`src/rtl/turn_signal_conditioner.sv`:
```
// Turn-switch front end: synchronizes and debounces the left/right switches,
// flags accepted rising levels with one-cycle pulses, and emits a free-running step tick.
module turn_signal_conditioner #(
    parameter int DEBOUNCE_CYCLES = 4,
    parameter int TICK_DIV        = 8
) (
    input  logic clk,
    input  logic reset,
    input  logic left_raw,
    input  logic right_raw,
    output logic left,
    output logic right,
    output logic left_rise,
    output logic right_rise,
    output logic tick
);

    localparam int CNT_W  = $clog2(DEBOUNCE_CYCLES + 1);
    localparam int TICK_W = $clog2(TICK_DIV);
    localparam logic [CNT_W-1:0]  CNT_ZERO  = CNT_W'(0);
    localparam logic [CNT_W-1:0]  CNT_ONE   = CNT_W'(1);
    localparam logic [CNT_W-1:0]  CNT_LAST  = CNT_W'(DEBOUNCE_CYCLES - 1);
    localparam logic [TICK_W-1:0] TICK_ZERO = TICK_W'(0);
    localparam logic [TICK_W-1:0] TICK_ONE  = TICK_W'(1);
    localparam logic [TICK_W-1:0] TICK_LAST = TICK_W'(TICK_DIV - 1);
    // With a one-cycle debounce the very first sample that differs is accepted.
    localparam logic SINGLE_SAMPLE = (DEBOUNCE_CYCLES == 1);

    typedef enum logic [1:0] {
        STABLE0 = 2'd0,
        PEND1   = 2'd1,
        STABLE1 = 2'd2,
        PEND0   = 2'd3
    } db_state_t;

    logic [1:0]        raw_s;
    logic [1:0]        sync1_r;
    logic [1:0]        sync2_r;
    db_state_t         state_r [2];
    db_state_t         state_s [2];
    logic [CNT_W-1:0]  cnt_r [2];
    logic [CNT_W-1:0]  cnt_s [2];
    logic [1:0]        level_r;
    logic [1:0]        level_s;
    logic [1:0]        rise_r;
    logic [TICK_W-1:0] tick_cnt_r;
    logic [TICK_W-1:0] tick_cnt_s;
    logic              tick_r;

    assign raw_s = {right_raw, left_raw};

    // Two-flop synchronizers, channel 0 = left, channel 1 = right.
    always_ff @(posedge clk or posedge reset) begin
        if (reset) begin
            sync1_r <= 2'b00;
            sync2_r <= 2'b00;
        end else begin
            sync1_r <= raw_s;
            sync2_r <= sync1_r;
        end
    end

    // Debounce next-state logic for both channels, plus tick counter wrap.
    always_comb begin
        for (int ch = 0; ch < 2; ch++) begin
            state_s[ch] = state_r[ch];
            cnt_s[ch]   = cnt_r[ch];
            level_s[ch] = level_r[ch];
            case (state_r[ch])
                STABLE0: begin
                    if (sync2_r[ch] && SINGLE_SAMPLE) begin
                        state_s[ch] = STABLE1;
                        cnt_s[ch]   = CNT_ZERO;
                        level_s[ch] = 1'b1;
                    end else if (sync2_r[ch]) begin
                        state_s[ch] = PEND1;
                        cnt_s[ch]   = CNT_ONE;
                    end else begin
                        cnt_s[ch]   = CNT_ZERO;
                    end
                end
                PEND1: begin
                    if (sync2_r[ch] && (cnt_r[ch] == CNT_LAST)) begin
                        state_s[ch] = STABLE1;
                        cnt_s[ch]   = CNT_ZERO;
                        level_s[ch] = 1'b1;
                    end else if (sync2_r[ch]) begin
                        cnt_s[ch]   = cnt_r[ch] + CNT_ONE;
                    end else begin
                        state_s[ch] = STABLE0;
                        cnt_s[ch]   = CNT_ZERO;
                    end
                end
                STABLE1: begin
                    if (!sync2_r[ch] && SINGLE_SAMPLE) begin
                        state_s[ch] = STABLE0;
                        cnt_s[ch]   = CNT_ZERO;
                        level_s[ch] = 1'b0;
                    end else if (!sync2_r[ch]) begin
                        state_s[ch] = PEND0;
                        cnt_s[ch]   = CNT_ONE;
                    end else begin
                        cnt_s[ch]   = CNT_ZERO;
                    end
                end
                PEND0: begin
                    if (!sync2_r[ch] && (cnt_r[ch] == CNT_LAST)) begin
                        state_s[ch] = STABLE0;
                        cnt_s[ch]   = CNT_ZERO;
                        level_s[ch] = 1'b0;
                    end else if (!sync2_r[ch]) begin
                        cnt_s[ch]   = cnt_r[ch] + CNT_ONE;
                    end else begin
                        state_s[ch] = STABLE1;
                        cnt_s[ch]   = CNT_ZERO;
                    end
                end
                default: begin
                    state_s[ch] = STABLE0;
                    cnt_s[ch]   = CNT_ZERO;
                    level_s[ch] = 1'b0;
                end
            endcase
        end

        if (tick_cnt_r == TICK_LAST) begin
            tick_cnt_s = TICK_ZERO;
        end else begin
            tick_cnt_s = tick_cnt_r + TICK_ONE;
        end
    end

    // State, counters and registered outputs; rise pulses fire with the accepted level.
    always_ff @(posedge clk or posedge reset) begin
        if (reset) begin
            for (int ch = 0; ch < 2; ch++) begin
                state_r[ch] <= STABLE0;
                cnt_r[ch]   <= CNT_ZERO;
            end
            level_r    <= 2'b00;
            rise_r     <= 2'b00;
            tick_cnt_r <= TICK_ZERO;
            tick_r     <= 1'b0;
        end else begin
            for (int ch = 0; ch < 2; ch++) begin
                state_r[ch] <= state_s[ch];
                cnt_r[ch]   <= cnt_s[ch];
            end
            level_r    <= level_s;
            rise_r     <= level_s & ~level_r;
            tick_cnt_r <= tick_cnt_s;
            tick_r     <= (tick_cnt_s == TICK_LAST);
        end
    end

    assign left       = level_r[0];
    assign right      = level_r[1];
    assign left_rise  = rise_r[0];
    assign right_rise = rise_r[1];
    assign tick       = tick_r;

endmodule

```
`config.mk`:
```
export PLATFORM = sky130hd
export DESIGN_NAME = turn_signal_conditioner
export DESIGN_NICKNAME = d
export VERILOG_FILES = /design/src/rtl/turn_signal_conditioner.sv
export SDC_FILE = /design/constraint.sdc
export NUM_CORES = 1
export LEC_CHECK = 0
export CAP_MARGIN = 25
export CELL_PAD_IN_SITES_DETAIL_PLACEMENT = 1
export CELL_PAD_IN_SITES_GLOBAL_PLACEMENT = 1
export CORE_UTILIZATION = 30
export CTS_CLUSTER_SIZE = 12
export DETAILED_ROUTE_END_ITERATION = 6
export PLACE_DENSITY_LB_ADDON = 0.1
export SKIP_CTS_REPAIR_TIMING = 1
export SLEW_MARGIN = 15
export SYNTH_ARGS = -nofsm -noshare
export SYNTH_HDL_FRONTEND = slang
export SYNTH_SLANG_ARGS = --single-unit
```
`constraint.sdc`:
```
create_clock -name clk -period 1.3 [get_ports clk]
set_input_delay 0.195 -clock clk [delete_from_list [all_inputs] [get_ports clk]]
set_output_delay 0.195 -clock clk [all_outputs]
set_load 0.1 [all_outputs]
```
After elaboration in Yosys (flattened, before gate mapping)
Index checks and enable logic that the tools add are counted.
{"block": "totals", "ram_bits": 0, "wordCells": 78, "memories": 0, "out_inout_bits": 5, "romBits": 0, "input_bits": 4, "register_bits": 22, "latchBits": 0}
{"block": "op_classes", "div_mod_pow": 0, "magnitude_cmp": 0, "n_addsub": 3, "muxes": 35, "shifts": 0, "eq_ne": 18, "bitwise_logic": 2, "n_reduce_logical": 10, "mul": 0}
{"operator": "$mux W3", "n": 9}
{"operator": "$mux W2", "n": 12}
{"operator": "$pmux W3 S4", "n": 2}
{"operator": "$pmux W2 S4", "n": 2}
{"operator": "$ne A3 B3 Y1 const B", "n": 4}
{"operator": "$add A3 B1 Y3 const B", "n": 3}
{"operator": "$eq A2 B2 Y1 const B", "n": 4}
{"operator": "$mux W1", "n": 8}
{"operator": "$ne A2 B2 Y1 const B", "n": 4}
{"operator": "$reduce_and A4 Y1", "n": 2}
{"operator": "$eq A3 B2 Y1 const B", "n": 2}
{"operator": "$eq A3 B3 Y1 const B", "n": 2}
{"operator": "$eq A2 B1 Y1 const B", "n": 2}
{"operator": "$logic_and A1 B1 Y1", "n": 4}
{"operator": "$logic_not A2 Y1", "n": 2}
{"operator": "$pmux W1 S2", "n": 2}
{"operator": "$and A2 B2 Y2", "n": 1}
{"operator": "$logic_not A1 Y1", "n": 2}
{"operator": "$not A2 Y2", "n": 1}

Depth between registers and ports, before layout
Gate-level depths: netlist of run 1.
{"block": "depth", "word_depth": 5, "ltp_mapped": 5, "depth_no_buf": 5}

Worst setup path before layout of run 1
OpenSTA, ideal clock, no wires.
{"block": "synth_path", "path_type": "flip-flop to flip-flop", "startpoint": "register level_r[0]", "endpoint": "register level_r[0]", "arrival_ps": 1281, "setup_time_ps": 79, "n_path_buf": 0, "path_slack_ps": -60, "required_time_ps": 1221, "synth_period_minus_slack_ps": 1360, "stages_incl_launch_ff": 3, "cell_sequence": "dfrtp_1 -> o21ai_0 -> a21oi_1"}
{"block": "synth_between", "elab_chain_cells": 2, "elab_cells_between_ends": 3, "classes_between": "mux: 3"}
{"item": "from (decl)", "line": "43", "source": "logic [1:0] level_r;"}
{"item": "from (signal assigned)", "line": "149", "source": "level_r <= level_s;"}
{"item": "$mux W1 (on tied branches)", "line": "107, 83"}
{"item": "$pmux W1 S2 *", "line": "69", "source": "case (state_r[ch])"}
{"item": "named net level_s[0]", "line": "44", "source": "logic [1:0] level_s;"}
Mark *: on every way through the listed nets, which the timed path passes. The rest lies on a longest branch.
A chain may end at the register's enable or synchronous reset.

Worst setup path after layout of run 1
{"block": "layout_path", "startpoint": "register cnt_r[0] in the netlist's numbering", "endpoint": "register state_r[1] in the netlist's numbering"}
{"block": "layout_between", "elab_chain_cells": 4, "elab_cells_between_ends": 9, "classes_between": "eq/ne: 3; mux: 3; reduce/logical: 3"}
{"item": "from (decl)", "line": "41", "source": "logic [CNT_W-1:0] cnt_r [2];"}
{"item": "from (signal, indexed assignment)", "line": "147", "source": "cnt_r[ch] <= cnt_s[ch];"}
{"item": "$eq A3 B2 Y1 *", "line": "83, 107"}
{"item": "$logic_and A1 B1 Y1 (on tied branches)", "line": "83, 107"}
{"item": "$ne A3 B3 Y1 (no source line) (tied with other cells)"}
{"item": "$reduce_and A4 Y1 (no source line) / $pmux W2 S4 (equally long branches)"}
{"item": "to (signal, indexed assignment)", "line": "146", "source": "state_r[ch] <= state_s[ch];"}
{"item": "to (decl)", "line": "39", "source": "db_state_t state_r [2];"}
Every way passes the cells marked *; elsewhere a longest branch is shown, timed or not.

==> results.toml, run 1 <==
[routing]
drtIter0Drc = 2
route.detailed.drc = 0
wl_met3_um = 29
via_per_inst = 4.74
vias = 512
wl_met2_um = 637
highest_layer = "met4"
wl_per_cell_um = 12.8
dr.pass1.iters = 2
wl_mm = 1.38
wl_met1_um = 701
ant_nets = 0

[power_and_ir_drop]
peakVddDrop_uv = 747
power_density_mw_per_mm2 = 1790
clockPowerShare_pct = 17.9
p_int_uw = 1370
pwr-share-seq_pct = 48.4
power_leakage_uw = 0.000531
p_sw_share_pct = 34.5
netSwitchingPower_uw = 725
p_comb_share_pct = 33.7

[logic_synthesis]
synth_top_area_cell = "dfrtp_1"
async_reset_ff_share_pct = 100
ys.flop_type = "dfrtp_1"
syn_nets = 71
ys_seq_area_share_pct = 65.6
synth_area_um2 = 840
yosys-top-cells-area = "dfrtp_1 66%, ha_1 10%, nor4b_1 4.2%"
syn_avg_cell_area_um2 = 14.0
synthCells = 60
ys_types = 14
synth_seq_cells = 22
synth_edf_count = 0
ys_warn_count = 0
yosysMostFrequentCell = "dfrtp_1"
synthTopCellsByCount = "22 x dfrtp_1, 7 x ha_1, 5 x inv_1"
netlist.area_leader.share_pct = 65.6

[floorplanning]
die_x_um = 54.9
die-area_mm2 = 0.00301
rows = 18
die_h_um = 54.9
coreArea_mm2 = 0.00257
start_util_pct = 32.7
top_level_ports = 9

[sta]
finalCriticalPeriod_ns = 1.24
skew_ns = 0.00753
fin_crit_sh_pct = 95.2
maxSlewHeadroom_pct = 79.7
hold_slack_ns = 0.217
rsz0062_at_grt = "true"
setup_viol = 0
final_hold_viol_count = 0
fmax_mhz = 808
finalSetupTns_ns = 0
worst_pin_slew_ns = 0.303
drv_slew = 0
layout_setup_ws_ns = 0.0630

[setup_path]
arrival_ns = 1.44
r2r-start = "cnt_r[0]"
r2r_cells = 4
crit_fanout = 2
crit_type = "reg -> reg"
end_kind = "flip-flop"
cp-start-kind = "flip-flop"
r2r_end = "state_r[1]"
r2r_slack_ns = 0.06
worstPathRequired_ns = 1.51

[status]
status = "finished, final reports clean"

[clock_tree]
cts-root-buf = "clkbuf_4"
clk_latency_ns = 0.31
h-tree-depth = 1
numCtsBuffers = 3
clock-sinks = 22
clock_path_buffers = 2
cts_tree = "done"
cts.reportedPaths.clkPinSlew_ns = 0.12

[finish]
num_antenna_cells = 0
syn2layout_area_growth_pct = 39.9
final_nets = 90
layout-drive-gt1-share_pct = 39.7
final_area_mm2 = 0.00117

[global_route]
overflow = 0
grt_first_pass_wirelength_mm = 2.32
grt_usage_pct = 11.2
antenna_found_initial = 0
grt_pass1_vias = 539
grt_max_degree = 23

[placed_design]
dpl-instance-area_mm2 = 0.00105
port_buffers = 8
place_ws_ns = -0.0270
dp_hpwl_um = 862
place.gp.congestion = 0.695

[hold_path]
hp-class = "in -> async"

[flow_run]
cap_violations = 0
-- power groups by stage --
stage | Sequential, µW | Combinational [µW] | Clock (µW)
after floorplan | 1080 | 281 | 0
after global placement | 988 | 602 | 0
after detailed placement | 991 | 609 | 0
after CTS | 976 | 612 | 402
after global routing | 1050 | 784 | 429
final | 1020 | 707 | 376
-- placed cells by master (no fill, tap or decap), drive strengths merged --
master,instances
mux2,2
clkdlybuf4s50,3
and4bb,2
a21oi,4
buf,11
nor4b,4
ha,7
xnor2,2
and2,1
clkbuf,4
nor2,3
nand2,2
o21a,2
inv,5
dfrtp,22
a31oi,2
o21ai,2
-- flip-flops by register name, indices dropped and copies added (netlist names) --
signal and flops:
cnt_r 6, state_r 4, tick_cnt_r 3, level_r 2
rise_r 2, sync1_r 2, sync2_r 2, tick 1
-- critical path: stages (launching register included) --
cell and delay [ns]:
dfrtp_1 0.40, ha_2 0.19, ha_4 0.16, nand2_2 0.07, mux2_2 0.33
-- per-layer routing --
layer	vias to the layer above	global-route usage, %
li1	246	-
met1	258	15.7
met2	6	15.9
met3	2	2.46
met4	0	6.25
met5	-	0
-- cell type report --
| class | instances | area (µm²) |
|---|---|---|
| flip-flops and latches | 22 | 553 |
| inverters | 5 | 18.8 |
| repair buffers | 14 | 175 |
| multi-input cells | 33 | 354 |
| well taps | 30 | 37.5 |
| fillers | 284 | 1390 |
| clock buffers | 4 | 36.3 |
-- metrics by stage --
step | instances | utilization (%) | power, µW
final | 108 | 45.8 | 2100
after global routing | 108 | 45.8 | 2260
after CTS | 107 | 42.4 | 1990
after detailed placement | 103 | 41.0 | 1600
after global placement | 103 | 41.0 | 1590
after floorplan | 60 | - | 1360
-- worst max-delay path by stage --
| stage | depth (start not counted) | to | startpoint |
|---|---|---|---|
| 2_1_floorplan | 4 | state_r[1] | cnt_r[0] |
| 3_3_place_gp | 5 | rise_r[1] | cnt_r[0] |
| 3_5_place_dp | 5 | rise_r[1] | cnt_r[0] |
| 4_1_cts | 5 | rise_r[1] | cnt_r[0] |
| 5_1_grt | 5 | rise_r[1] | cnt_r[0] |
| 6_report | 4 | state_r[1] | cnt_r[0] |
-- cells by family after synthesis --
logic type	count (synthesis)	synth area share, %
AOI/OAI and AO/OA	10	6.85
buffers and inverters	5	2.24
DFF	22	65.6
and+or+nand+nor	12	10.1
xor gates and xnor gates	2	2.09
muxes	2	2.68
adders and majority gates	7	10.4
(Power assumes the default switching activity.)
==> inputs of run 2 (changes only) <==
Settings changed: ABC_CLOCK_PERIOD_IN_PS from default to 1300, CORE_MARGIN from default to 1.5, SETUP_SLACK_MARGIN from default to 0.1.
==> run 2 against run 1 <==
Sequential power about the same. Clock skew grew 0.00067 ns. Routed wire length is 0.14% lower. Die area is 3.7% higher. Sequential share of layout area increased by 1.6 points. Fmax down 1.7%. Non-clock buffer count shrank 3. Cell count down 2.8%. Core utilization decreased by 3.8 points. Combinational power about the same.
==> results.toml, run 2 (synthesis results as in run 1) <==
[routing]
ant_nets = 0
vias = 501
dr.pass1.iters = 2
drtIter0Drc = 4
via_per_inst = 4.77
wl_mm = 1.38
route.detailed.drc = 0
wl_per_cell_um = 13.2

[sta]
finalCriticalPeriod_ns = 1.26
fin_crit_sh_pct = 96.8
layout_setup_ws_ns = 0.0419
skew_ns = 0.00820
fmax_mhz = 795
worst_pin_slew_ns = 0.280
setup_viol = 0
rsz0062_at_grt = "true"
hold_slack_ns = 0.210
final_hold_viol_count = 0
drv_slew = 0
maxSlewHeadroom_pct = 81.4

[placed_design]
dp_hpwl_um = 988
port_buffers = 8
place.gp.congestion = 0.656
place_ws_ns = 0.0334

[hold_path]
hp-class = "in -> async"

[global_route]
grt_max_degree = 23
antenna_found_initial = 0
grt_pass1_vias = 533
grt_first_pass_wirelength_mm = 2.41
grt_usage_pct = 10.3
overflow = 0

[power_and_ir_drop]
power_leakage_uw = 0.000519
power.total_uw = 2030
peakVddDrop_uv = 710
power_density_mw_per_mm2 = 1780

[finish]
reg_top3 = "cnt_r x6, state_r x4, tick_cnt_r x3"
syn2layout_area_growth_pct = 35.5
largest-register = "cnt_r"
postLayoutCoreUtil_pct = 42.0
most-common-layout-cells = "20 x dfrtp_1, 5 x inv_1, 5 x buf_12, 4 x a21oi_1"
num_antenna_cells = 0
final_nets = 87
largest_register_ffs = 6
layout_commonest_cell = "dfrtp_1"
layout-drive-gt1-share_pct = 37.8

[floorplanning]
die_h_um = 55.9
start_util_pct = 31.0
top_level_ports = 9
die_x_um = 55.9
die-area_mm2 = 0.00312
coreArea_mm2 = 0.00271
rows = 19

[setup_path]
cp-start-kind = "flip-flop"
r2r_slack_ns = 0.04
r2r_end = "state_r[1]"
crit_fanout = 6
r2r_cells = 4
r2r-start = "cnt_r[0]"
crit_start = "cnt_r[0]"
end_kind = "flip-flop"
crit_type = "reg -> reg"
cp-endpoint = "state_r[1]"
worstPathRequired_ns = 1.50
arrival_ns = 1.46

[clock_tree]
clock-sinks = 22
cts.reportedPaths.clkPinSlew_ns = 0.12
numCtsBuffers = 3
cts_tree = "done"
cts-root-buf = "clkbuf_4"
h-tree-depth = 1
clock_path_buffers = 2
clk_latency_ns = 0.30

[flow_run]
cap_violations = 0

[status]
status = "finished, final reports clean"
run 2: changes by cell type in the layout (fill, tap and decap cells not counted), sizes merged:
cell    previous run  this run
clkbuf             4         3
buf               11         8
run 2: power breakdown:
part / internal, µW / leakage (µW) / switching, µW / total (µW)
Combinational: 368 / 0.000226 / 337 / 706
Clock: 108 / 0.0000138 / 195 / 303
Sequential: 838 / 0.000279 / 182 / 1020
run 2: layout make-up:
cell class                      count  area, µm²
Multi-Input combinational cell     33        352
Timing Repair Buffer               11        153
Fill cell                         280       1570
Sequential cell                    22        553
Clock buffer                        3       22.5
Tap cell                           31       38.8
Inverter                            5       18.8
run 2: how the worst min path moves through the flow:
stage | from | endpoint | slack [ns] | cells after the start
2_1_floorplan | reset | cnt_r[0] | 0.18 | 1
3_3_place_gp | sync1_r[0] | sync2_r[0] | 0.33 | 0
3_5_place_dp | sync1_r[0] | sync2_r[0] | 0.34 | 0
4_1_cts | reset | sync1_r[1] | 0.21 | 3
5_1_grt | reset | sync1_r[0] | 0.23 | 3
6_report | reset | sync1_r[1] | 0.21 | 3
run 2: metrics by stage:
stage | cells | setup TNS, ns | cell area [µm²]
global route | 105 | -0.00662 | 1140
global placement | 101 | 0 | 1070
CTS | 104 | 0 | 1090
floorplan | 60 | 0 | 885
detailed placement | 101 | 0 | 1070
finish | 105 | 0 | 1140
run 2: worst max-delay path: stages (launching register included):
cell,delay [ns]
dfrtp_1,0.41
ha_2,0.20
ha_4,0.18
nand2_4,0.08
mux2_4,0.29
run 2: routing by layer:
layer / GRT usage [%] / up-vias / routed length (µm)
met5: 0 / - / 0
met4: 6.12 / 0 / 13
met3: 2.09 / 2 / 40
met2: 16.2 / 6 / 630
met1: 13.1 / 256 / 698
li1: - / 237 / -
==> inputs of run 3 (changes only) <==
Settings changed: ABC_CLOCK_PERIOD_IN_PS 1300 to 1600, CORE_MARGIN 1.5 to default.
Clock period 1.3 ns to 1.6 ns, I/O delays scaled along.
==> run 3 against run 2 <==
Register-to-register slack better by 0.15 ns. Critical path depth unchanged. Combinational power is 33% lower. Routed wire length fell by 7.5%. Global-route usage rose by 0.48 points. Sequential power shrank 22%. Final area decreased by 6.2%. Core utilization decreased by 0.40 points. Clock-buffer cell count rose by 1. Hold slack better by 0.071 ns. Setup slack gained 0.15 ns. Sequential share of layout area is 3.0 points higher. Largest cell class unchanged.
==> results.toml, run 3 (synthesis results as in run 1) <==
[setup_path]
slowest_stage = "dfrtp_1"
arrival_ns = 1.60
path_cells = "ha_1 > ha_1 > nand2_2 > mux2_2"
r2r_cells = 4
cp-endpoint = "state_r[1]"
r2r_slack_ns = 0.19
crit_fanout = 6
worstPathRequired_ns = 1.79
r2r_end = "state_r[1]"
cp_slowest_stage_delay_ns = 0.40
crit_start = "cnt_r[0]"
path_buf_inv = 0
crit_top_cell = "ha_1"
cp_num_cells = 4
critical_path.top_delay_family = "adder cells"
crit_type = "reg -> reg"
r2r-start = "cnt_r[0]"
end_kind = "flip-flop"
cp-start-kind = "flip-flop"

[power_and_ir_drop]
peakVddDrop_uv = 543
p_sw_share_pct = 33.7
p_comb_share_pct = 30.2
clockPowerShare_pct = 19.0
netSwitchingPower_uw = 527
p_int_uw = 1040
power_leakage_uw = 0.000494
power_density_mw_per_mm2 = 1470
pwr-share-seq_pct = 50.8

[placed_design]
place.gp.congestion = 0.655
dpl-instance-area_mm2 = 0.00102
port_buffers = 8
dp_hpwl_um = 922

[finish]
num_antenna_cells = 0
layout-drive-gt1-share_pct = 23.0
largest-register = "cnt_r"
reg_top3 = "cnt_r x6, state_r x4, tick_cnt_r x3"
layout_commonest_cell = "dfrtp_1"
n_fill_cell = 286
most-common-layout-cells = "22 x dfrtp_1, 7 x ha_1, 5 x inv_1, 5 x buf_12, 4 x a21oi_1"
largest_register_ffs = 6
syn2layout_area_growth_pct = 27.1
final_nets = 86
final_area_mm2 = 0.00107

[sta]
finalSetupTns_ns = 0
fmax_mhz = 709
final_hold_viol_count = 0
maxSlewHeadroom_pct = 73.9
drv_slew = 0
setup_viol = 0
skew_ns = 0.00346
rsz0062_at_grt = "false"
worst_pin_slew_ns = 0.388
fin_crit_sh_pct = 88.1
finalCriticalPeriod_ns = 1.41

[routing]
wl_mm = 1.28
wl_per_cell_um = 12.3
route.detailed.drc = 0
vias = 494
via_per_inst = 4.75
dr.pass1.iters = 2
drtIter0Drc = 4
ant_nets = 0

[floorplanning]
die-area_mm2 = 0.00301
rows = 18
top_level_ports = 9
start_util_pct = 32.7
coreArea_mm2 = 0.00257
die_h_um = 54.9
die_x_um = 54.9

[clock_tree]
clk_latency_ns = 0.29
h-tree-depth = 1
numCtsBuffers = 3
clock-sinks = 22
cts_tree = "done"
cts.reportedPaths.clkPinSlew_ns = 0.12
clock_path_buffers = 2
cts-root-buf = "clkbuf_4"

[hold_path]
hp-class = "in -> async"

[flow_run]
cap_violations = 0

[global_route]
overflow = 0
grt_first_pass_wirelength_mm = 2.23
antenna_found_initial = 0
grt_pass1_vias = 510
grt_max_degree = 23
grt_usage_pct = 10.8

[status]
status = "finished, final reports clean"
[run 3: cell count changes in the layout (fill, tap and decap cells not counted), moves of 2 or more]
| cell | previous run | this run |
|---|---|---|
| nor4b_1 | 1 | 3 |
| nand2_4 | 2 | 0 |
| mux2_2 | 0 | 2 |
| dfrtp_2 | 2 | 0 |
| ha_1 | 2 | 7 |
| ha_4 | 2 | 0 |
| dfrtp_1 | 20 | 22 |
| mux2_4 | 2 | 0 |
| nor4b_2 | 3 | 1 |
| ha_2 | 3 | 0 |
[run 3: tightest hold or removal path: stages]
cell and delay (ns):
clkdlybuf4s50_1 0.41, inv_1 0.05, buf_4 0.28
[run 3: worst min-delay path by stage]
stage,startpoint,to,slack [ns],cells past startpoint
after global routing,reset,cnt_r[5],0.30,3
after CTS,reset,cnt_r[5],0.29,3
after detailed placement,sync1_r[0],sync2_r[0],0.34,0
final,reset,tick_cnt_r[2],0.28,3
after global placement,sync1_r[0],sync2_r[0],0.34,0
after floorplan,reset,cnt_r[0],0.23,1
[run 3: metal layers]
metal	part of all wire, %	global-route usage (%)	vias to the layer above
met5	0	0	-
met4	1.6	5.00	0
met3	3.4	3.83	2
met2	46	16.3	4
met1	49	13.8	253
li1	-	-	235
[run 3: area by class of cell]
| cell class | count | area (µm²) | share of cell area, % |
|---|---|---|---|
| timing repair buffer | 10 | 145 | 13.6 |
| inverter | 5 | 18.8 | 1.76 |
| multi-input combinational | 33 | 279 | 26.1 |
| sequential | 22 | 551 | 51.6 |
| clock buffer | 4 | 36.3 | 3.40 |
| tap | 30 | 37.5 | 3.52 |
[run 3: power groups by stage]
stage          Sequential (µW)  Clock, µW  Combinational, µW
3_3_place_gp               801          0                456
6_report                   795        297                472
4_1_cts                    794        313                468
3_5_place_dp               805          0                469
2_1_floorplan              877          0                225
5_1_grt                    815        332                519
[run 3: per-stage QoR]
step	worst slack, ns	instances	hold slack (ns)	total power (µW)	util [%]
global placement	0.233	100	0.335	1260	39.8
global route	0.135	104	0.296	1670	41.6
floorplan	0.240	60	0.229	1100	-
finish	0.190	104	0.281	1560	41.6
detailed placement	0.194	100	0.339	1270	39.8
CTS	0.172	104	0.286	1580	41.2
